--- src/rtl/ppu_regfile.sv ---
// CPU-facing PPU register file ($2000-$2007): loopy scroll registers, vblank/NMI, VRAM/palette/OAM ports.
// Optional PPUDATA read buffer enabled by defining PPU_READ_BUFFER_EN.
module ppu_regfile #(
   parameter int unsigned VADDR_W = 14,
   parameter int unsigned OAM_AW  = 8,
   parameter int unsigned PAL_AW  = 5
) (
   input  logic               clk,
   input  logic               reset,
   input  logic               cs_n,
   input  logic               we,
   input  logic [2:0]         reg_addr,
   input  logic [7:0]         cpu_din,
   output logic [7:0]         cpu_dout,
   output logic [VADDR_W-1:0] vram_addr,
   input  logic [7:0]         vram_rdata,
   output logic [7:0]         vram_wdata,
   output logic               vram_we,
   output logic [PAL_AW-1:0]  pal_addr,
   input  logic [7:0]         pal_rdata,
   output logic               pal_we,
   output logic [OAM_AW-1:0]  oam_addr,
   input  logic [7:0]         oam_rdata,
   output logic [7:0]         oam_wdata,
   output logic               oam_we,
   input  logic               vblank_set,
   input  logic               prerender_clr,
   input  logic               spr_ovf,
   input  logic               spr0_hit,
   output logic [7:0]         ppuctrl,
   output logic [7:0]         ppumask,
   output logic [14:0]        t_addr,
   output logic [2:0]         fine_x,
   output logic               nmi_n
);

   typedef enum logic [2:0] {
      REG_CTRL    = 3'd0,
      REG_MASK    = 3'd1,
      REG_STATUS  = 3'd2,
      REG_OAMADDR = 3'd3,
      REG_OAMDATA = 3'd4,
      REG_SCROLL  = 3'd5,
      REG_ADDR    = 3'd6,
      REG_DATA    = 3'd7
   } reg_e;

   reg_e               sel;
   logic               cs_n_q;
   logic               accept;
   logic               wr_acc;
   logic               rd_acc;
   logic               status_rd;
   logic               pal_space;
   logic [14:0]        v;
   logic [14:0]        t;
   logic [14:0]        v_inc;
   logic               w;
   logic [4:0]         open_bus;
   logic               vblank;
   logic [VADDR_W-1:0] wr_v;
   logic               strobe;
   logic [7:0]         data_rd;
   logic [7:0]         rd_data;

   assign sel       = reg_e'(reg_addr);
   assign accept    = ~cs_n & cs_n_q;
   assign wr_acc    = accept & we;
   assign rd_acc    = accept & ~we;
   assign status_rd = rd_acc & (sel == REG_STATUS);
   assign pal_space = (v[13:8] == 6'h3F);
   assign v_inc     = v + (ppuctrl[2] ? 15'd32 : 15'd1);
   assign t_addr    = t;

   // v has already advanced by the time a write strobe is visible, so the
   // strobe cycle presents the latched pre-increment address instead.
   assign strobe    = vram_we | pal_we;
   assign vram_addr = strobe ? wr_v : v[VADDR_W-1:0];
   assign pal_addr  = strobe ? wr_v[PAL_AW-1:0] : v[PAL_AW-1:0];

`ifdef PPU_READ_BUFFER_EN
   logic [7:0] rd_buf;

   always_ff @(posedge clk or posedge reset) begin
      if (reset) begin
         rd_buf <= '0;
      end else if (rd_acc && sel == REG_DATA) begin
         rd_buf <= vram_rdata;
      end
   end

   assign data_rd = pal_space ? pal_rdata : rd_buf;
`else
   assign data_rd = pal_space ? pal_rdata : vram_rdata;
`endif

   always_comb begin
      rd_data = {3'b000, open_bus};
      case (sel)
         REG_STATUS:  rd_data = {vblank, spr0_hit, spr_ovf, open_bus};
         REG_OAMDATA: rd_data = oam_rdata;
         REG_DATA:    rd_data = data_rd;
         default:     ;
      endcase
   end

   always_ff @(posedge clk or posedge reset) begin
      if (reset) begin
         cs_n_q     <= 1'b1;
         cpu_dout   <= '0;
         ppuctrl    <= '0;
         ppumask    <= '0;
         v          <= '0;
         t          <= '0;
         fine_x     <= '0;
         w          <= 1'b0;
         open_bus   <= '0;
         oam_addr   <= '0;
         oam_wdata  <= '0;
         vram_wdata <= '0;
         wr_v       <= '0;
         vram_we    <= 1'b0;
         pal_we     <= 1'b0;
         oam_we     <= 1'b0;
         vblank     <= 1'b0;
         nmi_n      <= 1'b1;
      end else begin
         cs_n_q  <= cs_n;
         vram_we <= 1'b0;
         pal_we  <= 1'b0;
         oam_we  <= 1'b0;
         nmi_n   <= ~(vblank & ppuctrl[7]);

         // OAM address advances once the write strobe has been presented.
         if (oam_we) begin
            oam_addr <= oam_addr + 1'b1;
         end

         // A status read in the set cycle suppresses the flag; clear beats set.
         if (prerender_clr || status_rd) begin
            vblank <= 1'b0;
         end else if (vblank_set) begin
            vblank <= 1'b1;
         end

         if (rd_acc) begin
            cpu_dout <= rd_data;
         end

         if (status_rd) begin
            w <= 1'b0;
         end

         if (wr_acc) begin
            open_bus <= cpu_din[4:0];
            case (sel)
               REG_CTRL: begin
                  ppuctrl  <= cpu_din;
                  t[11:10] <= cpu_din[1:0];
               end
               REG_MASK: ppumask <= cpu_din;
               REG_OAMADDR: oam_addr <= OAM_AW'(cpu_din);
               REG_OAMDATA: begin
                  oam_wdata <= cpu_din;
                  oam_we    <= 1'b1;
               end
               REG_SCROLL: begin
                  if (!w) begin
                     t[4:0] <= cpu_din[7:3];
                     fine_x <= cpu_din[2:0];
                  end else begin
                     t[14:12] <= cpu_din[2:0];
                     t[9:5]   <= cpu_din[7:3];
                  end
                  w <= ~w;
               end
               REG_ADDR: begin
                  if (!w) begin
                     t[13:8] <= cpu_din[5:0];
                     t[14]   <= 1'b0;
                  end else begin
                     t[7:0] <= cpu_din;
                     v      <= {t[14:8], cpu_din};
                  end
                  w <= ~w;
               end
               REG_DATA: begin
                  // Palette writes share vram_wdata as their data bus.
                  vram_wdata <= cpu_din;
                  wr_v       <= v[VADDR_W-1:0];
                  if (pal_space) begin
                     pal_we <= 1'b1;
                  end else begin
                     vram_we <= 1'b1;
                  end
               end
               default: ;
            endcase
         end

         if (accept && sel == REG_DATA) begin
            v <= v_inc;
         end
      end
   end

endmodule

--- config.mk ---
export PLATFORM = sky130hd
export DESIGN_NAME = ppu_regfile
export DESIGN_NICKNAME = d
export VERILOG_FILES = /design/src/rtl/ppu_regfile.sv
export SDC_FILE = /design/constraint.sdc
export NUM_CORES = 1
export LEC_CHECK = 0
export ABC_AREA = 1
export BUFFER_PORTS_ARGS = -buffer_cell sky130_fd_sc_hd__buf_4
export CORE_AREA = 2 2 90 126
export CTS_CLUSTER_DIAMETER = 50
export DETAILED_ROUTE_END_ITERATION = 8
export DIE_AREA = 0 0 92 128
export PLACE_DENSITY = 0.81
export SLEW_MARGIN = 20
export SYNTH_ARGS = -nofsm -noshare
export SYNTH_HDL_FRONTEND = slang
export SYNTH_SLANG_ARGS = --single-unit
--- constraint.sdc ---
create_clock -name clk -period 5.51 [get_ports clk]
set_input_delay 1.653 -clock clk [delete_from_list [all_inputs] [get_ports clk]]
set_output_delay 1.653 -clock clk [all_outputs]
set_load 0.005 [all_outputs]
==> results of run 1 <==
logic make-up after synthesis:
group                    Yosys count  share of synthesized area [%]
AND/OR/NAND/NOR                  339                           27.6
flip-flops                       106                           51.0
adder cells (fa/ha/maj)            4                          0.962
AO/OA/AOI/OAI                    112                           11.3
XOR/XNOR                           6                           1.01
buffers and inverters             86                           7.22
multiplexers                       4                          0.866
through the flow:
step           instances  hold slack (ns)  setup WS (ns)
6_report             924            0.426           2.19
5_1_grt              924            0.485           1.90
4_1_cts              924            0.434           2.22
3_5_place_dp         908            0.424           1.86
3_3_place_gp         908            0.410           1.94
2_1_floorplan        657            0.394           1.07
registers in the layout (all words and copies together) (netlist names):
signal,count
t_addr,15
v,14
wr_v,14
cpu_dout,8
oam_addr,8
oam_wdata,8
ppuctrl,8
ppumask,8
vram_wdata,8
open_bus,5
fine_x,3
cs_n_q,1
nmi_n,1
oam_we,1
pal_we,1
vblank,1
vram_we,1
w,1
worst max-delay path: stages:
cell and delay, ns:
buf_4 0.11, inv_1 0.12, nand3_2 0.28, nor2_2 0.83, inv_2 0.32, nand2_1 0.16, o21ai_1 0.07
final timing paths:
kind | from | end
max | cs_n | vram_wdata[6]
min | vblank | nmi_n
max reg2reg | cs_n_q | vram_wdata[6]
min reg2reg | vblank | nmi_n
max in group asynchronous | reset | cs_n_q
min in group asynchronous | reset | v[2]
cells in the mapped netlist (6+ instances only):
library cell | number | share of area, %
inv_1 | 56 | 4.0
buf_4 | 8 | 1.2
a21oi_1 | 8 | 0.77
o21ai_1 | 24 | 2.3
o21ai_0 | 68 | 6.5
nand2_1 | 219 | 16
inv_2 | 6 | 0.43
nand3_1 | 42 | 4.0
or2_2 | 6 | 0.72
nand3b_1 | 6 | 0.87
dfrtp_1 | 104 | 50
nor2_1 | 49 | 3.5
clkbuf_1 | 9 | 0.65
layout make-up:
type                    instances  area share [%]
clock buffers                  11            3.85
clock inverters                 5           0.954
inverters                      63            3.68
multi-input cells             465            33.1
flip-flops and latches        106            40.5
well taps                     141            2.69
repair buffers                133            15.2
power by group through the flow:
stage                     Sequential [mW]  Combinational [mW]  Clock [mW]
after floorplan                      1.08               0.341           0
after global placement               1.11               0.635           0
after detailed placement             1.12               0.657           0
after CTS                            1.11               0.661       0.678
after global routing                 1.13               0.735       0.707
final                                1.11               0.654       0.669
layer usage:
metal,share of wire (%),up-vias
li1,-,2338
met5,0,-
met4,2.4,0
met2,52,148
met1,40,2229
met3,5.4,28
==> results.py, run 1 <==
metrics = {
    "pwr": {
        "pwr-share-clk_pct": 27.5,
        "combPwrFrac_pct": 26.9,
        "p_total_mw": 2.43,
        "power_switching_mw": 0.752,
        "peakVddDrop_uv": 265,
        "p_int_mw": 1.68,
        "power.density_mw_per_mm2": 371,
        "seq_power_share_pct": 45.6,
        "sw_frac_of_total_pct": 30.9,
        "leakage_nw": 3.35,
    },
    "floorplanning": {
        "core_mm2": 0.0107,
        "die_y_um": 128,
        "dieArea_mm2": 0.0118,
        "ios": 132,
        "dieWidth_um": 92,
        "num_rows": 45,
        "initial_core_util_pct": 48.6,
    },
    "status": {
        "run_status": "finished, final reports clean",
    },
    "clock_network": {
        "clockBufferDepth": 2,
        "root_buffer": "clkbuf_16",
        "cts-resized-gates": 0,
        "htreeDepth": 3,
        "clock_latency_ns": 0.35,
        "cts_made_buffers": 9,
        "postCtsSetupBuffers": 0,
        "holdBufCountCts": 0,
        "cts_tree": "done",
        "cts.sinks": 106,
        "clk_pin_slew_ns": 0.07,
    },
    "detailed_routing": {
        "vias_per_cell": 5.13,
        "vias": 4743,
        "final_antenna_net_count": 0,
        "wl_mm": 13.8,
        "drt_first_pass_iters": 5,
        "wl_per_cell_um": 15.0,
        "drc_errors": 0,
        "drt_iter0_markers": 280,
    },
    "layout": {
        "stdcell_area_mm2": 0.00656,
        "final_cell_mix": "219 x nand2_1, 133 x buf_4, 104 x dfrtp_1",
        "seqCellArea_mm2": 0.00266,
        "nets": 825,
        "layout_commonest_cell": "nand2_1",
        "post-route-util_pct": 61.3,
        "multiInputGateArea_mm2": 0.00217,
        "diodes": 0,
        "drive_gt1_share_pct": 23.4,
        "area_growth_pct": 26.1,
        "fillers": 953,
    },
    "timing": {
        "period_share_pct": 60.3,
        "rsz0062_at_grt": "false",
        "fin_skew_ns": 0.00677,
        "finalSetupViolCount": 0,
        "report.final.slew_viol_count": 0,
        "max_freq_mhz": 301,
        "worst_pin_slew_ns": 0.960,
        "maxSlewHeadroom_pct": 36.0,
        "period_needed_ns": 3.32,
        "hold_violations": 0,
        "setup_tns_ns": 0,
    },
    "synth": {
        "synth_ff_type": "dfrtp_1",
        "ys_seq_area_share_pct": 51.0,
        "yosysWarnings": 0,
        "avgSynthCellArea_um2": 7.92,
        "synthCells": 657,
        "synth_edf_count": 0,
        "synthArstFlopShare_pct": 100,
        "synth_cell_types": 34,
        "synth-seq-cells": 106,
        "syn_area_mm2": 0.00520,
        "synthesis.nets": 704,
    },
    "place": {
        "port_buffers": 131,
        "dpl.hpwl_mm": 10.1,
        "place.gp.congestion": 0.923,
        "place_area_mm2": 0.00624,
    },
    "global_route": {
        "grt_pass1_wl_mm": 22.0,
        "grt_max_degree": 79,
        "gr-max-usage-layer": "met2",
        "grtUsageMet3_pct": 5.29,
        "met1_usage_pct": 29.1,
        "grt_pass1_vias": 4539,
        "grt-ovfl-total": 0,
        "gr-usage-met2_pct": 41.1,
        "grt_use_total_pct": 23.9,
        "antenna_found_initial": 0,
    },
    "min_path": {
        "hp-class": "reg2reg",
        "hold_depth": 1,
    },
    "job": {
        "maxCapViolCount": 0,
    },
    "critical_path": {
        "critical_path_arrival_ns": 3.55,
        "reg2regPathDepth": 5,
        "critical_path_class": "in2reg",
        "cp_max_fo": 29,
        "worst_ep_required_time_ns": 5.74,
        "ff2ff_setup_slack_ns": 3.17,
        "critPathCaptureType": "flip-flop",
        "cp-start-kind": "input port",
    },
}
No activity file was read; power rests on OpenSTA's default activity.
==> inputs of run 2 (changes only) <==
ABC_AREA = 0   (was 1)
clock period = 3.3 ns   (was 5.51 ns; I/O delays follow)
==> run 2 against run 1 <==
Sequential power rose by 59%. Critical endpoint is now vram_addr[2]. Global-route usage fell by 1.2 points. Design area fell by 0.57%. Synthesized area fell by 0.26%. Largest cell class unchanged. Count of clock-buffer cells in the layout fell by 2. Die area did not move. Total power rose by 52%. Final cell count fell by 20%. Via count fell by 13%. Critical path depth fell by 3.
==> results.py, run 2 <==
metrics = {
    "clock_network": {
        "cts_tree": "done",
        "cts_made_buffers": 9,
        "holdBufCountCts": 0,
        "root_buffer": "clkbuf_16",
        "cts.sinks": 106,
        "cts-resized-gates": 0,
        "clock_latency_ns": 0.35,
        "clockBufferDepth": 2,
        "clk_pin_slew_ns": 0.07,
        "postCtsSetupBuffers": 0,
        "htreeDepth": 3,
    },
    "synth": {
        "synth_area_leader_cell": "dfrtp_1",
        "synth_ff_type": "dfrtp_1",
        "yosysWarnings": 0,
        "synthesis.nets": 519,
        "synth_common_cells": "104 x dfrtp_1, 75 x mux2_2, 41 x nand2_1, 38 x nor2_1, 25 x o21ai_0",
        "synth_cell_types": 55,
        "synth-seq-cells": 106,
        "synth_edf_count": 0,
        "yosysMostFrequentCell": "dfrtp_1",
        "avgSynthCellArea_um2": 11.0,
        "synth.top_cell.area_share_pct": 50.2,
        "synth_area_leaders": "dfrtp_1 50%, mux2_2 16%, nand2_1 3.0%",
        "synthCells": 472,
        "syn_area_mm2": 0.00519,
        "synthArstFlopShare_pct": 100,
        "ys_seq_area_share_pct": 51.2,
    },
    "pwr": {
        "peakVddDrop_uv": 366,
        "p_total_mw": 3.70,
        "power.density_mw_per_mm2": 568,
        "leakage_nw": 3.05,
    },
    "global_route": {
        "grt-ovfl-total": 0,
        "grt_max_degree": 57,
        "grt_use_total_pct": 22.7,
        "grt_pass1_wl_mm": 20.9,
        "antenna_found_initial": 0,
        "grt_pass1_vias": 4045,
    },
    "layout": {
        "area_growth_pct": 25.7,
        "post-route-util_pct": 61.0,
        "fillers": 893,
        "stdcell_area_mm2": 0.00652,
        "drive_gt1_share_pct": 40.9,
        "layout_commonest_cell": "buf_4",
        "nets": 638,
        "largest_reg_flops": 15,
        "diodes": 0,
        "final_cell_mix": "137 x buf_4, 104 x dfrtp_1, 75 x mux2_2",
    },
    "timing": {
        "setup_tns_ns": 0,
        "finalSetupViolCount": 0,
        "period_share_pct": 77.6,
        "max_freq_mhz": 391,
        "period_needed_ns": 2.56,
        "fin_skew_ns": 0.00554,
        "hold_violations": 0,
        "rsz0062_at_grt": "false",
        "maxSlewHeadroom_pct": 45.7,
        "report.final.slew_viol_count": 0,
        "postLayoutSetupSlackWorst_ns": 0.741,
        "worst_pin_slew_ns": 0.813,
    },
    "detailed_routing": {
        "vias_per_cell": 5.60,
        "vias": 4125,
        "drt_iter0_markers": 291,
        "wl_per_cell_um": 17.9,
        "drc_errors": 0,
        "wl_mm": 13.2,
        "final_antenna_net_count": 0,
        "drt_first_pass_iters": 4,
    },
    "critical_path": {
        "cp-start-kind": "flip-flop",
        "critical_path_arrival_ns": 1.57,
        "worst_ep_required_time_ns": 2.31,
        "critical_path_class": "reg2out",
        "critPathCaptureType": "primary output",
        "cp_max_fo": 14,
    },
    "status": {
        "run_status": "finished, final reports clean",
    },
    "floorplanning": {
        "dieArea_mm2": 0.0118,
        "die_y_um": 128,
        "core_mm2": 0.0107,
        "num_rows": 45,
        "dieWidth_um": 92,
        "ios": 132,
        "initial_core_util_pct": 48.5,
    },
    "job": {
        "maxCapViolCount": 0,
    },
    "place": {
        "place_ws_ns": 0.594,
        "port_buffers": 131,
        "place.gp.congestion": 0.839,
        "place_area_mm2": 0.00625,
        "dpl.hpwl_mm": 9.55,
    },
    "min_path": {
        "hp-class": "reg2reg",
    },
}
-- run 2: cell types whose count changed in the layout (fill, tap and decap cells not counted), moves of 16 or more --
cell     delta
a21oi_1    +16
inv_1      -46
mux2_2     +71
nand2_1   -178
nand3_1    -32
o21ai_0    -43
o21ai_1    -24
-- run 2: cell type report --
| cell class | instances | area, um2 | share of cell area, % |
|---|---|---|---|
| multi-input cells | 325 | 2330 | 35.7 |
| clock inverters | 7 | 43.8 | 0.672 |
| clock buffers | 9 | 225 | 3.45 |
| inverters | 11 | 45.0 | 0.691 |
| well taps | 141 | 176 | 2.71 |
| flip-flops and latches | 106 | 2660 | 40.7 |
| repair buffers | 138 | 1050 | 16.1 |
-- run 2: kinds of logic after synthesis --
logic type	synth area share, %
buffers and inverters	3.98
xor gates and xnor gates	1.52
muxes	17.8
AOI/OAI and AO/OA	11.9
DFF	51.2
adders and majority gates	0.965
and+or+nand+nor	12.7
-- run 2: through the flow --
step	std cells	hold WS, ns
floorplan	472	0.394
global placement	721	0.415
detailed placement	721	0.414
CTS	737	0.425
global route	737	0.447
finish	737	0.432
-- run 2: worst paths after layout --
path / start / slack, ns / end / cells after the start
max: pal_we / 0.74 / vram_addr[2] / 4
min in group asynchronous: reset / 0.79 / cpu_dout[7] / 2
max reg2reg: cs_n_q / 1.28 / oam_wdata[0] / 4
max in group asynchronous: reset / 1.78 / oam_wdata[1] / 3
min: vblank / 0.43 / nmi_n / 1
min reg2reg: vblank / 0.43 / nmi_n / 1
-- run 2: report_power, final --
group	switching (mW)	leakage (nW)	internal [mW]
sequential	0.225	1.33	1.55
clock	0.481	0.131	0.509
combinational	0.386	1.59	0.555
-- run 2: routing by layer --
| layer | global-route usage [%] | share of wire (%) | up-vias |
|---|---|---|---|
| li1 | - | - | 1942 |
| met1 | 28.3 | 41 | 2019 |
| met2 | 38.6 | 51 | 135 |
| met3 | 3.47 | 4.8 | 29 |
| met4 | 10.8 | 3.1 | 0 |
| met5 | 0 | 0 | - |
-- run 2: worst max-delay path, cell delays in order (launching register included) --
cell	delay, ns
dfrtp_1	0.38
nor2_1	0.10
buf_4	0.22
mux2_2	0.38
buf_4	0.14
==> inputs of run 3 (changes only) <==
ABC_AREA = 1   (was 0)
clock period = 2.6 ns   (was 3.3 ns; I/O delays follow)
==> run 3 against run 2 <==
Clock skew up 0.0023 ns. Routed wire length is 5.5% higher. Sequential share of layout area decreased by 0.46 points. Critical path type unchanged. Worst setup slack worse by 0.39 ns.
==> results.py, run 3 (same netlist as run 1, synthesis figures left out) <==
metrics = {
    "status": {
        "run_status": "finished, final reports clean",
    },
    "floorplanning": {
        "ios": 132,
        "dieArea_mm2": 0.0118,
        "core_mm2": 0.0107,
        "dieWidth_um": 92,
        "num_rows": 45,
        "initial_core_util_pct": 48.6,
        "die_y_um": 128,
    },
    "layout": {
        "diodes": 0,
        "area_growth_pct": 26.8,
        "final_cells": 932,
        "nets": 833,
        "drive_gt1_share_pct": 24.1,
        "final_cell_mix": "219 x nand2_1, 140 x buf_4, 104 x dfrtp_1",
        "layout_commonest_cell": "nand2_1",
        "post-route-util_pct": 61.7,
        "largest_reg_flops": 15,
    },
    "detailed_routing": {
        "wl_per_cell_um": 14.9,
        "drc_errors": 0,
        "wl_mm": 13.9,
        "drt_iter0_markers": 304,
        "final_antenna_net_count": 0,
        "vias": 4834,
        "drt_first_pass_iters": 4,
        "vias_per_cell": 5.19,
    },
    "job": {
        "maxCapViolCount": 0,
    },
    "clock_network": {
        "postCtsSetupBuffers": 0,
        "cts.sinks": 106,
        "holdBufCountCts": 0,
        "clock_latency_ns": 0.35,
        "root_buffer": "clkbuf_16",
        "htreeDepth": 3,
        "clockBufferDepth": 2,
        "cts_made_buffers": 9,
        "cts_tree": "done",
        "clk_pin_slew_ns": 0.07,
        "cts-resized-gates": 0,
    },
    "global_route": {
        "antenna_found_initial": 0,
        "grt_pass1_wl_mm": 22.7,
        "grt_use_total_pct": 24.3,
        "grt_pass1_vias": 4663,
        "grt_max_degree": 52,
        "grt-ovfl-total": 0,
    },
    "timing": {
        "hold_violations": 0,
        "rsz0062_at_grt": "false",
        "period_needed_ns": 2.25,
        "postLayoutSetupSlackWorst_ns": 0.350,
        "period_share_pct": 86.5,
        "finalSetupViolCount": 0,
        "maxSlewHeadroom_pct": 57.9,
        "setup_tns_ns": 0,
        "fin_skew_ns": 0.00786,
        "max_freq_mhz": 445,
        "report.final.slew_viol_count": 0,
        "worst_pin_slew_ns": 0.630,
        "fin_hold_ws_ns": 0.436,
    },
    "critical_path": {
        "cp-start-kind": "flip-flop",
        "critical_path_arrival_ns": 1.47,
        "cp_max_fo": 28,
        "ff2ff_setup_slack_ns": 0.75,
        "worst_ep_required_time_ns": 1.82,
        "critPathCaptureType": "primary output",
        "critical_path_class": "reg2out",
    },
    "place": {
        "place.gp.congestion": 0.864,
        "place_ws_ns": 0.395,
        "dpl.hpwl_mm": 10.4,
        "dpl.cell_count": 916,
        "port_buffers": 131,
    },
    "pwr": {
        "leakage_nw": 3.37,
        "power.density_mw_per_mm2": 762,
        "peakVddDrop_uv": 471,
    },
    "min_path": {
        "hp-class": "reg2reg",
    },
}
## run 3: worst paths after layout
check,start,cells after the start,endpoint
setup / recovery,pal_we,5,pal_addr[1]
hold reg to reg,vblank,1,nmi_n
setup reg to reg,ppuctrl[2],10,v[8]
min in group asynchronous,reset,2,t_addr[1]
max in group asynchronous,reset,3,nmi_n
hold / removal,vblank,1,nmi_n
## run 3: layout make-up
| type | instances | area, um2 |
|---|---|---|
| clock buffers | 9 | 225 |
| clock inverters | 7 | 53.8 |
| fillers | 941 | 4100 |
| inverters | 63 | 243 |
| multi-input cells | 465 | 2170 |
| flip-flops and latches | 106 | 2660 |
| well taps | 141 | 176 |
| repair buffers | 141 | 1070 |
## run 3: critical path: stages, from the launching register on
cell and delay [ns]:
dfrtp_1 0.38, nor2_1 0.10, buf_4 0.24, nand2_1 0.09, o21ai_0 0.14, buf_4 0.17
## run 3: power breakdown
| group | internal [mW] | switching (mW) |
|---|---|---|
| Sequential | 2.02 | 0.328 |
| Clock | 0.654 | 0.626 |
| Combinational | 0.743 | 0.652 |
## run 3: per-stage QoR
stage | power (mW) | area [um2]
6_report | 5.03 | 6600
5_1_grt | 5.33 | 6600
4_1_cts | 5.05 | 6600
3_5_place_dp | 3.77 | 6320
3_3_place_gp | 3.71 | 6320
2_1_floorplan | 3.01 | 5210
## run 3: metal layers
layer / vias up / share of wire [%] / GRT usage, %
li1: 2354 / - / -
met1: 2303 / 40 / 29.2
met2: 145 / 52 / 42.5
met3: 32 / 4.7 / 3.76
met4: 0 / 2.9 / 11.7
met5: - / 0 / 0
